## src/rtl/lcd_msg_buffer.sv

```systemverilog
// lcd_msg_buffer: writable character buffer that drives the LCD driver's
// flattened text bus (char 0 in the most-significant byte).
// Supports byte-addressed writes with ack/err pulses, a multi-cycle
// clear-to-spaces sequence and a dirty flag for the display path.
// Optional feature macro: LCD_SCROLL_EN (timed horizontal scroll).
module lcd_msg_buffer #(
  parameter int NUM_CHARS  = 28,
  parameter int ADDR_W     = 5,
  parameter int SCROLL_DIV = 12500000
) (
  input  logic                   clk_i,
  input  logic                   clrn_i,
  input  logic                   wr_en_i,
  input  logic [ADDR_W-1:0]      wr_addr_i,
  input  logic [7:0]             wr_data_i,
  output logic                   wr_ack_o,
  output logic                   wr_err_o,
  input  logic                   clr_i,
  output logic                   busy_o,
  output logic                   dirty_o,
  input  logic                   dirty_clr_i,
  input  logic                   scroll_en_i,
  output logic [NUM_CHARS*8-1:0] disp_data_o
);

  typedef enum logic {
    ST_IDLE,
    ST_CLEAR
  } state_e;

  state_e state_q, state_d;

  logic [7:0]        charBuf_q [NUM_CHARS];
  logic [7:0]        charBuf_d [NUM_CHARS];
  logic [ADDR_W-1:0] clrPtr_q, clrPtr_d;
  logic              wrAck_q, wrErr_q;
  logic              dirty_q, dirty_d;

  logic              busy;
  logic              clrLast;
  logic              clrDone;
  logic              addrOk;
  logic              wrAccept;
  logic              wrReject;

  // State register; reset abandons any clear in progress.
  always_ff @(posedge clk_i or negedge clrn_i) begin
    if (!clrn_i) begin
      state_q <= ST_IDLE;
    end else begin
      state_q <= state_d;
    end
  end

  // Next state: a clear starts from idle and ends after the last index.
  always_comb begin
    state_d = state_q;
    case (state_q)
      ST_IDLE:  if (clr_i)   state_d = ST_CLEAR;
      ST_CLEAR: if (clrLast) state_d = ST_IDLE;
      default:  state_d = ST_IDLE;
    endcase
  end

  // Decoded controls: busy, clear completion and write acceptance.
  always_comb begin
    busy     = (state_q == ST_CLEAR);
    clrLast  = busy && (clrPtr_q == ADDR_W'(NUM_CHARS - 1));
    clrDone  = clrLast;
    addrOk   = ({1'b0, wr_addr_i} < (ADDR_W + 1)'(NUM_CHARS));
    wrAccept = wr_en_i && !busy && !clr_i && addrOk;
    wrReject = wr_en_i && !wrAccept;
  end

  assign busy_o   = busy;
  assign wr_ack_o = wrAck_q;
  assign wr_err_o = wrErr_q;
  assign dirty_o  = dirty_q;

  // Clear pointer walks 0..NUM_CHARS-1 while busy and parks at 0 otherwise.
  always_comb begin
    clrPtr_d = '0;
    if (busy && !clrLast) begin
      clrPtr_d = clrPtr_q + 1'b1;
    end
  end

  // Buffer update: the clear sweep and accepted writes never overlap.
  always_comb begin
    charBuf_d = charBuf_q;
    for (int i = 0; i < NUM_CHARS; i++) begin
      if (busy && (clrPtr_q == ADDR_W'(i))) begin
        charBuf_d[i] = 8'h20;
      end else if (wrAccept && (wr_addr_i == ADDR_W'(i))) begin
        charBuf_d[i] = wr_data_i;
      end
    end
  end

  // Dirty flag: a set event beats a simultaneous dirty_clr.
  always_comb begin
    dirty_d = dirty_q;
    if (wrAccept || clrDone) begin
      dirty_d = 1'b1;
    end else if (dirty_clr_i) begin
      dirty_d = 1'b0;
    end
  end

  // Datapath registers: buffer, clear pointer, pulses and dirty flag.
  always_ff @(posedge clk_i or negedge clrn_i) begin
    if (!clrn_i) begin
      charBuf_q <= '{default: 8'h20};
      clrPtr_q  <= '0;
      wrAck_q   <= 1'b0;
      wrErr_q   <= 1'b0;
      dirty_q   <= 1'b0;
    end else begin
      charBuf_q <= charBuf_d;
      clrPtr_q  <= clrPtr_d;
      wrAck_q   <= wrAccept;
      wrErr_q   <= wrReject;
      dirty_q   <= dirty_d;
    end
  end

`ifdef LCD_SCROLL_EN
  localparam int DIV_W = (SCROLL_DIV > 1) ? $clog2(SCROLL_DIV) : 1;

  logic [DIV_W-1:0]  div_q, div_d;
  logic [ADDR_W-1:0] offset_q, offset_d;

  // Scroll timing: clear completion rewinds, otherwise advance while enabled.
  always_comb begin
    div_d    = div_q;
    offset_d = offset_q;
    if (clrDone) begin
      div_d    = '0;
      offset_d = '0;
    end else if (scroll_en_i) begin
      if (div_q == DIV_W'(SCROLL_DIV - 1)) begin
        div_d    = '0;
        offset_d = (offset_q == ADDR_W'(NUM_CHARS - 1)) ? '0 : offset_q + 1'b1;
      end else begin
        div_d = div_q + 1'b1;
      end
    end
  end

  // Scroll divider and offset registers.
  always_ff @(posedge clk_i or negedge clrn_i) begin
    if (!clrn_i) begin
      div_q    <= '0;
      offset_q <= '0;
    end else begin
      div_q    <= div_d;
      offset_q <= offset_d;
    end
  end

  // Display slot j shows buffer char (j + offset) mod NUM_CHARS.
  always_comb begin
    int sel;
    disp_data_o = '0;
    for (int j = 0; j < NUM_CHARS; j++) begin
      sel = j + int'(offset_q);
      if (sel >= NUM_CHARS) begin
        sel = sel - NUM_CHARS;
      end
      for (int i = 0; i < NUM_CHARS; i++) begin
        if (sel == i) begin
          disp_data_o[8*(NUM_CHARS-j)-1 -: 8] = charBuf_q[i];
        end
      end
    end
  end
`else
  logic unused_scroll;
  assign unused_scroll = scroll_en_i ^ (SCROLL_DIV == 0);

  // Without scrolling the buffer maps straight onto the display bus.
  always_comb begin
    disp_data_o = '0;
    for (int j = 0; j < NUM_CHARS; j++) begin
      disp_data_o[8*(NUM_CHARS-j)-1 -: 8] = charBuf_q[j];
    end
  end
`endif

endmodule

```

## config.mk

```make
export PLATFORM = sky130hd
export DESIGN_NAME = lcd_msg_buffer
export DESIGN_NICKNAME = d
export VERILOG_FILES = /design/src/rtl/lcd_msg_buffer.sv
export SDC_FILE = /design/constraint.sdc
export NUM_CORES = 1
export LEC_CHECK = 0
export CAP_MARGIN = 10
export CELL_PAD_IN_SITES_DETAIL_PLACEMENT = 1
export CELL_PAD_IN_SITES_GLOBAL_PLACEMENT = 1
export CORE_UTILIZATION = 38
export DETAILED_ROUTE_END_ITERATION = 10
export GPL_ROUTABILITY_DRIVEN = 0
export PLACE_DENSITY_LB_ADDON = 0.1
export SKIP_LAST_GASP = 1
export SYNTH_ARGS = -nofsm -noshare
export SYNTH_HDL_FRONTEND = slang
export SYNTH_SLANG_ARGS = --single-unit
```

## constraint.sdc

```tcl
create_clock -name clk_i -period 2.7 [get_ports clk_i]
set_clock_uncertainty 0.15 [all_clocks]
set_input_delay 0.675 -clock clk_i [delete_from_list [all_inputs] [get_ports clk_i]]
set_output_delay 0.675 -clock clk_i [all_outputs]
set_load 0.02 [all_outputs]
```

### Word level (Yosys, flattened, before mapping)

Index checks and enable logic that the tools add are counted.

| storage, ports and cells | value |
|---|---|
| bits in registers | 233 |
| bits in latches | 0 |
| bits in writable memories | 0 |
| memory bits (read-only) | 0 |
| input port bits | 19 |
| output and inout bits | 228 |
| logic and storage cells | 249 |
| memories kept | 0 |

| operators by class | value |
|---|---|
| add/subtract/negate cells | 1 |
| $mul | 0 |
| divide/modulo/power cells | 0 |
| magnitude comparators | 1 |
| equal/unequal tests | 54 |
| shift operators | 0 |
| multiplexer cells | 62 |
| bitwise gates (word level) | 1 |
| reductions and logical operators | 97 |

Operator list:

| operator | count |
|---|---|
| two-way mux 8 bit | 56 |
| == test 5 bit (second input constant) | 24 |
| == test 5 x 4 -> 1 bit (second input constant) | 16 |
| logical AND 1 bit | 61 |
| nonzero test 2 bit | 29 |
| == test 5 x 3 -> 1 bit (second input constant) | 8 |
| == test 5 x 2 -> 1 bit (second input constant) | 4 |
| == test 5 x 1 -> 1 bit (second input constant) | 2 |
| zero test 5 bit | 2 |
| adder 5 x 1 -> 5 bit (second input constant) | 1 |
| < comparator 5 bit (second input constant) | 1 |
| two-way mux 5 bit | 1 |
| zero test 1 bit | 4 |
| two-way mux 1 bit | 4 |
| case mux 1 bit (2 select lines) | 1 |
| logical OR 1 bit | 1 |
| inverter 1 bit | 1 |

### Logic depth before layout (Yosys ltp)

| logic depth | value |
|---|---|
| depth after elaboration | 7 |
| gate-level depth with buffers | 7 |
| depth with buffers taken out | 6 |

### Least setup slack after synthesis

No wires, ideal clock.

| timing path | value |
|---|---|
| path type | input to register |
| from | input clr_i |
| to | register charBuf_q (netlist bit disp_data_o[200]) |
| library setup time | 0.153 ns |
| arrival time | 2.024 ns |
| required time | 2.397 ns |
| setup slack | 0.373 ns |
| cell stages on the path | 6 |
| buffers on the path | 3 |
| cell sequence | clkbuf_2 > or4b_2 > clkbuf_1 > clkbuf_2 > o21ai_0 > a21oi_1 |

| between the ends | value |
|---|---|
| cells in the longest elaborated chain, start to end | 5 |

RTL lines:

| element | line | RTL |
|---|---|---|
| from (decl) | 18 | `input logic clr_i,` |
| zero test 1 bit | 71 | `wrAccept = wr_en_i && !busy && !clr_i && addrOk;` |
| logical AND 1 bit (2 in series) | 71 |  |
| logical AND 1 bit | 94 | `end else if (wrAccept && (wr_addr_i == ADDR_W'(i))) begin` |
| nonzero test 2 bit (no line) | -- |  |
| to (signal assigned) | 119 | `charBuf_q <= charBuf_d;` |
| to (decl) | 33 | `logic [7:0] charBuf_q [NUM_CHARS];` |

No other way between the ends.
A chain may end at the register's enable or synchronous reset.

### Final worst setup path

| timing path | value |
|---|---|
| from | register charBuf_q (netlist bit disp_data_o[133]) |
| to | output disp_data_o[133] |

RTL lines:

| element | line | RTL |
|---|---|---|
| to (decl) | 23 | `output logic [NUM_CHARS*8-1:0] disp_data_o` |

No word-level cell between the ends.

==> results_tabular.tex <==
\begin{tabular}{lr}
\hline
Metric & Value \\
\hline
\multicolumn{2}{l}{\textbf{Run status}} \\
\quad Status & finished clean \\
\multicolumn{2}{l}{\textbf{Yosys}} \\
\quad Cell count after synthesis & 914 \\
\quad Proportion of synthesized chip area in sequential cells & 0.586 \\
\quad Post-synthesis share of cell area spent on xor and xnor gates & 0.00175 \\
\quad Number of distinct standard cells referenced by the synthesized netlist & 50 \\
\quad Syn. warnings & 0 \\
\quad Total standard cell area after synthesis & 0.0100 sq mm \\
\quad Complex-gate fraction of the synthesized area & 0.209 \\
\quad Multiplexer share of the synthesized area & 0.0161 \\
\quad Number of synthesized register bits & 233 \\
\quad Fraction of the mapped netlist area in adder cells & 0.00625 \\
\quad Number of nets in the synthesized netlist & 938 \\
\quad Mean post-synth cell area & 10.9 sq um \\
\quad Main combinational cell family by area after synthesis & compound AO/OA/AOI/OAI gates \\
\quad Area share of and/or/nand/nor cells after synthesis & 0.135 \\
\multicolumn{2}{l}{\textbf{Power}} \\
\quad Post-layout total power & 10.5 mW \\
\quad Cell Pwr Density & 728 mW/mm\^{}2 \\
\quad Cell leakage power & 6.37 nW \\
\quad Worst IR Drop VDD & 617 uV \\
\multicolumn{2}{l}{\textbf{Worst setup path}} \\
\quad Worst Setup Start Kind & flip-flop \\
\quad Critical path arrival & 1.73 ns \\
\quad Worst endpoint required time & 1.88 ns \\
\quad Crit. End Element & primary output \\
\quad Critical Path Slowest Stage Cell & clkdlybuf4s50\_1 \\
\quad Cell family with most CP delay & buffers and inverters \\
\quad Crit path max fanout & 2 \\
\quad Buf/Inv on CP & 1 \\
\quad Critical Path Max Stage Delay & 0.66 ns \\
\quad Crit Path Class & reg2out \\
\quad Worst path cell trace & clkdlybuf4s50\_1 \\
\multicolumn{2}{l}{\textbf{Die}} \\
\quad Effective utilization at floorplan & 0.386 \\
\quad Vertical die dimension & 164 microns \\
\quad Chip Width & 164 microns \\
\quad DIE AREA & 0.0270 sq mm \\
\quad Std-Cell Core Area & 0.0259 sq mm \\
\quad Site Rows & 59 \\
\quad IO Pins & 247 \\
\multicolumn{2}{l}{\textbf{Timing}} \\
\quad Final Hold Violating Endpoints & 0 \\
\quad Worst setup slack after layout & 0.144 ns \\
\quad Post-route minimum period & 2.56 ns \\
\quad Final TNS setup & 0 ns \\
\quad Min Hold Slack & 0.328 ns \\
\quad Period utilisation layout & 0.947 \\
\quad Final setup vio count & 0 \\
\quad Max transition margin & 0.372 \\
\quad Slew at the pin closest to its max-slew limit & 0.938 ns \\
\quad Max frequency & 391 MHz \\
\quad Final count of pins violating max slew & 0 \\
\quad Setup repair after global routing missed its margin & false \\
\multicolumn{2}{l}{\textbf{Cells and area}} \\
\quad Layout cell share with drive strength beyond 1 & 0.166 \\
\quad Multi-input combinational cell area & 0.00370 sq mm \\
\quad Number of filler cells placed in the layout & 2,754 \\
\quad Final net count & 1,236 \\
\quad Commonest cells after routing, fill and taps aside & 244 x clkdlybuf4s50\_1, 204 x dfrtp\_1, 113 x o21ai\_0 \\
\quad Most common library cell in the layout ignoring fill and taps & clkdlybuf4s50\_1 \\
\quad Antenna Diode Count & 0 \\
\quad Sequential Area & 0.00587 sq mm \\
\quad Post-synthesis to final-layout area growth & 44.7\% \\
\multicolumn{2}{l}{\textbf{Global routing}} \\
\quad Maximum number of pins on one net before global-route repair & 74 \\
\quad Wire length of the first global-routing pass & 55.6 mm \\
\quad Via count of the first global-routing pass & 9,052 \\
\quad Number of antenna violations at the first check in global routing & 0 \\
\quad Remaining global-route overflow & 0 \\
\quad Global-route usage over all layers & 0.273 \\
\multicolumn{2}{l}{\textbf{Detailed routing}} \\
\quad \# DRC & 0 \\
\quad Wire length reported by the detailed router & 36.9 mm \\
\quad Total via count in the routed design & 8,986 \\
\quad Residual antenna-violating net count after detailed routing & 0 \\
\quad Wirelength per Cell & 23.6 microns \\
\quad Total iterations of the first detailed-routing run & 5 \\
\quad Detailed-route vias per instance & 5.73 \\
\quad 1st-iter DRT viols & 619 \\
\multicolumn{2}{l}{\textbf{Clock tree}} \\
\quad Clock-pin slew on the worst setup and hold paths & 0.06 ns \\
\quad Deepest level of the CTS H-tree & 1 \\
\quad Clock root buffer & clkbuf\_16 \\
\quad Clk buf depth & 3 \\
\quad Clock tree from TritonCTS & yes \\
\quad Number of sinks driven by the clock tree & 233 \\
\quad Clock latency on the worst-skew pair & 0.53 ns \\
\quad Total CTS buffers & 26 \\
\multicolumn{2}{l}{\textbf{Min path}} \\
\quad Tightest Hold Check Type & reg2reg \\
\multicolumn{2}{l}{\textbf{Placement}} \\
\quad Worst-case setup slack after placement & -0.250 ns \\
\quad Post-DP HPWL & 24.3 mm \\
\quad Count of buffers from port buffering & 245 \\
\multicolumn{2}{l}{\textbf{Run}} \\
\quad Maximum Capacitance Violations & 0 \\
\hline
\end{tabular}
-- what timing repair did --
item	4_1_cts	5_1_grt
resized for setup	0	1
hold endpoints to repair	7	0
endpoints found under the setup margin	0	1
hold buffers	1	0
setup buffers	0	0
-- stage by stage --
step	utilization	instance area (sq um)	instances
final	0.559	14500	1567
after detailed placement	0.523	13500	1518
after CTS	0.559	14500	1567
after global routing	0.559	14500	1567
after floorplan	-	10000	914
after global placement	0.523	13500	1518
-- synth_stat cells, drive strengths merged --
cell type / count / share of area
dfrtp: 205 / 0.51
o21ai: 113 / 0.057
nand3: 96 / 0.049
a21oi: 93 / 0.047
a22o: 91 / 0.080
clkbuf: 65 / 0.025
dfstp: 28 / 0.074
inv: 26 / 0.0098
nor2: 25 / 0.011
a22oi: 22 / 0.017
buf: 20 / 0.011
mux2i: 15 / 0.015
nor3: 15 / 0.0080
nand2: 14 / 0.0053
nand3b: 10 / 0.0075
nand4bb: 10 / 0.011
nand4: 8 / 0.0056
nor2b: 6 / 0.0038
nor4bb: 6 / 0.0060
ha: 5 / 0.0063
o22ai: 5 / 0.0031
nand2b: 4 / 0.0025
nor4b: 4 / 0.0086
or4b: 4 / 0.0040
a2bb2oi: 3 / 0.0026
and3: 3 / 0.0019
and4bb: 3 / 0.0038
and2: 2 / 0.0013
and4b: 2 / 0.0020
a211o: 1 / 0.00088
a311o: 1 / 0.0010
and3b: 1 / 0.00088
mux2: 1 / 0.0011
nor3b: 1 / 0.00075
nor4: 1 / 0.0021
o21bai: 1 / 0.00075
o22a: 1 / 0.00088
or4: 1 / 0.00075
xnor2: 1 / 0.00088
xor2: 1 / 0.00088
-- final timing paths --
check | start | end | slack [ns] | depth (start not counted)
max | disp_data_o[133]$_DFFE_PN1P_ | disp_data_o[133] | 0.14 | 1
min | disp_data_o[221]$_DFFE_PN1P_ | disp_data_o[221]$_DFFE_PN1P_ | 0.33 | 2
max reg2reg | clrPtr_q[0]$_DFF_PN0_ | disp_data_o[104]$_DFFE_PN0P_ | 0.43 | 5
min reg2reg | disp_data_o[221]$_DFFE_PN1P_ | disp_data_o[221]$_DFFE_PN1P_ | 0.33 | 2
max in group asynchronous | clrn_i | disp_data_o[85]$_DFFE_PN1P_ | 1.08 | 3
min in group asynchronous | clrn_i | disp_data_o[209]$_DFFE_PN0P_ | 0.57 | 2
-- layout make-up --
class	instances	area share
clock inverter	11	0.00847
multi-input combinational	570	0.256
tap	335	0.0290
inverter	26	0.00674
sequential	233	0.405
clock buffer	37	0.0548
timing repair buffer	355	0.240
-- flip-flops by register name, indices dropped and copies added, names as in the netlist --
register,flops
dirty_o,1
wr_err_o,1
disp_data_o,224
busy_o,1
clrPtr_q,5
wr_ack_o,1
-- power by group --
| part | switching, mW | leakage, nW | internal (mW) |
|---|---|---|---|
| combinational | 1.50 | 2.79 | 1.09 |
| sequential | 0.328 | 3.12 | 3.90 |
| clock | 1.49 | 0.455 | 2.24 |
| total | 3.32 | 6.37 | 7.22 |
-- logic make-up after synthesis --
group                      count (synthesis)
muxes                                     16
adders and majority gates                  5
and+or+nand+nor                          216
AOI/OAI and AO/OA                        331
xor gates and xnor gates                   2
buffers and inverters                    111
DFF                                      233
-- routing by layer --
layer | global-route usage | vias up | share of wire
li1 | - | 3958 | -
met1 | 0.385 | 4685 | 0.44
met2 | 0.444 | 294 | 0.49
met3 | 0.0351 | 49 | 0.053
met4 | 0.0631 | 0 | 0.017
met5 | 0 | - | 0
-- tightest hold or removal path, stage by stage (launching register included) --
cell     delay (ns)
dfstp_2        0.37
inv_1          0.05
a22oi_1        0.06
Note: power is estimated with default switching activity, not from simulation.
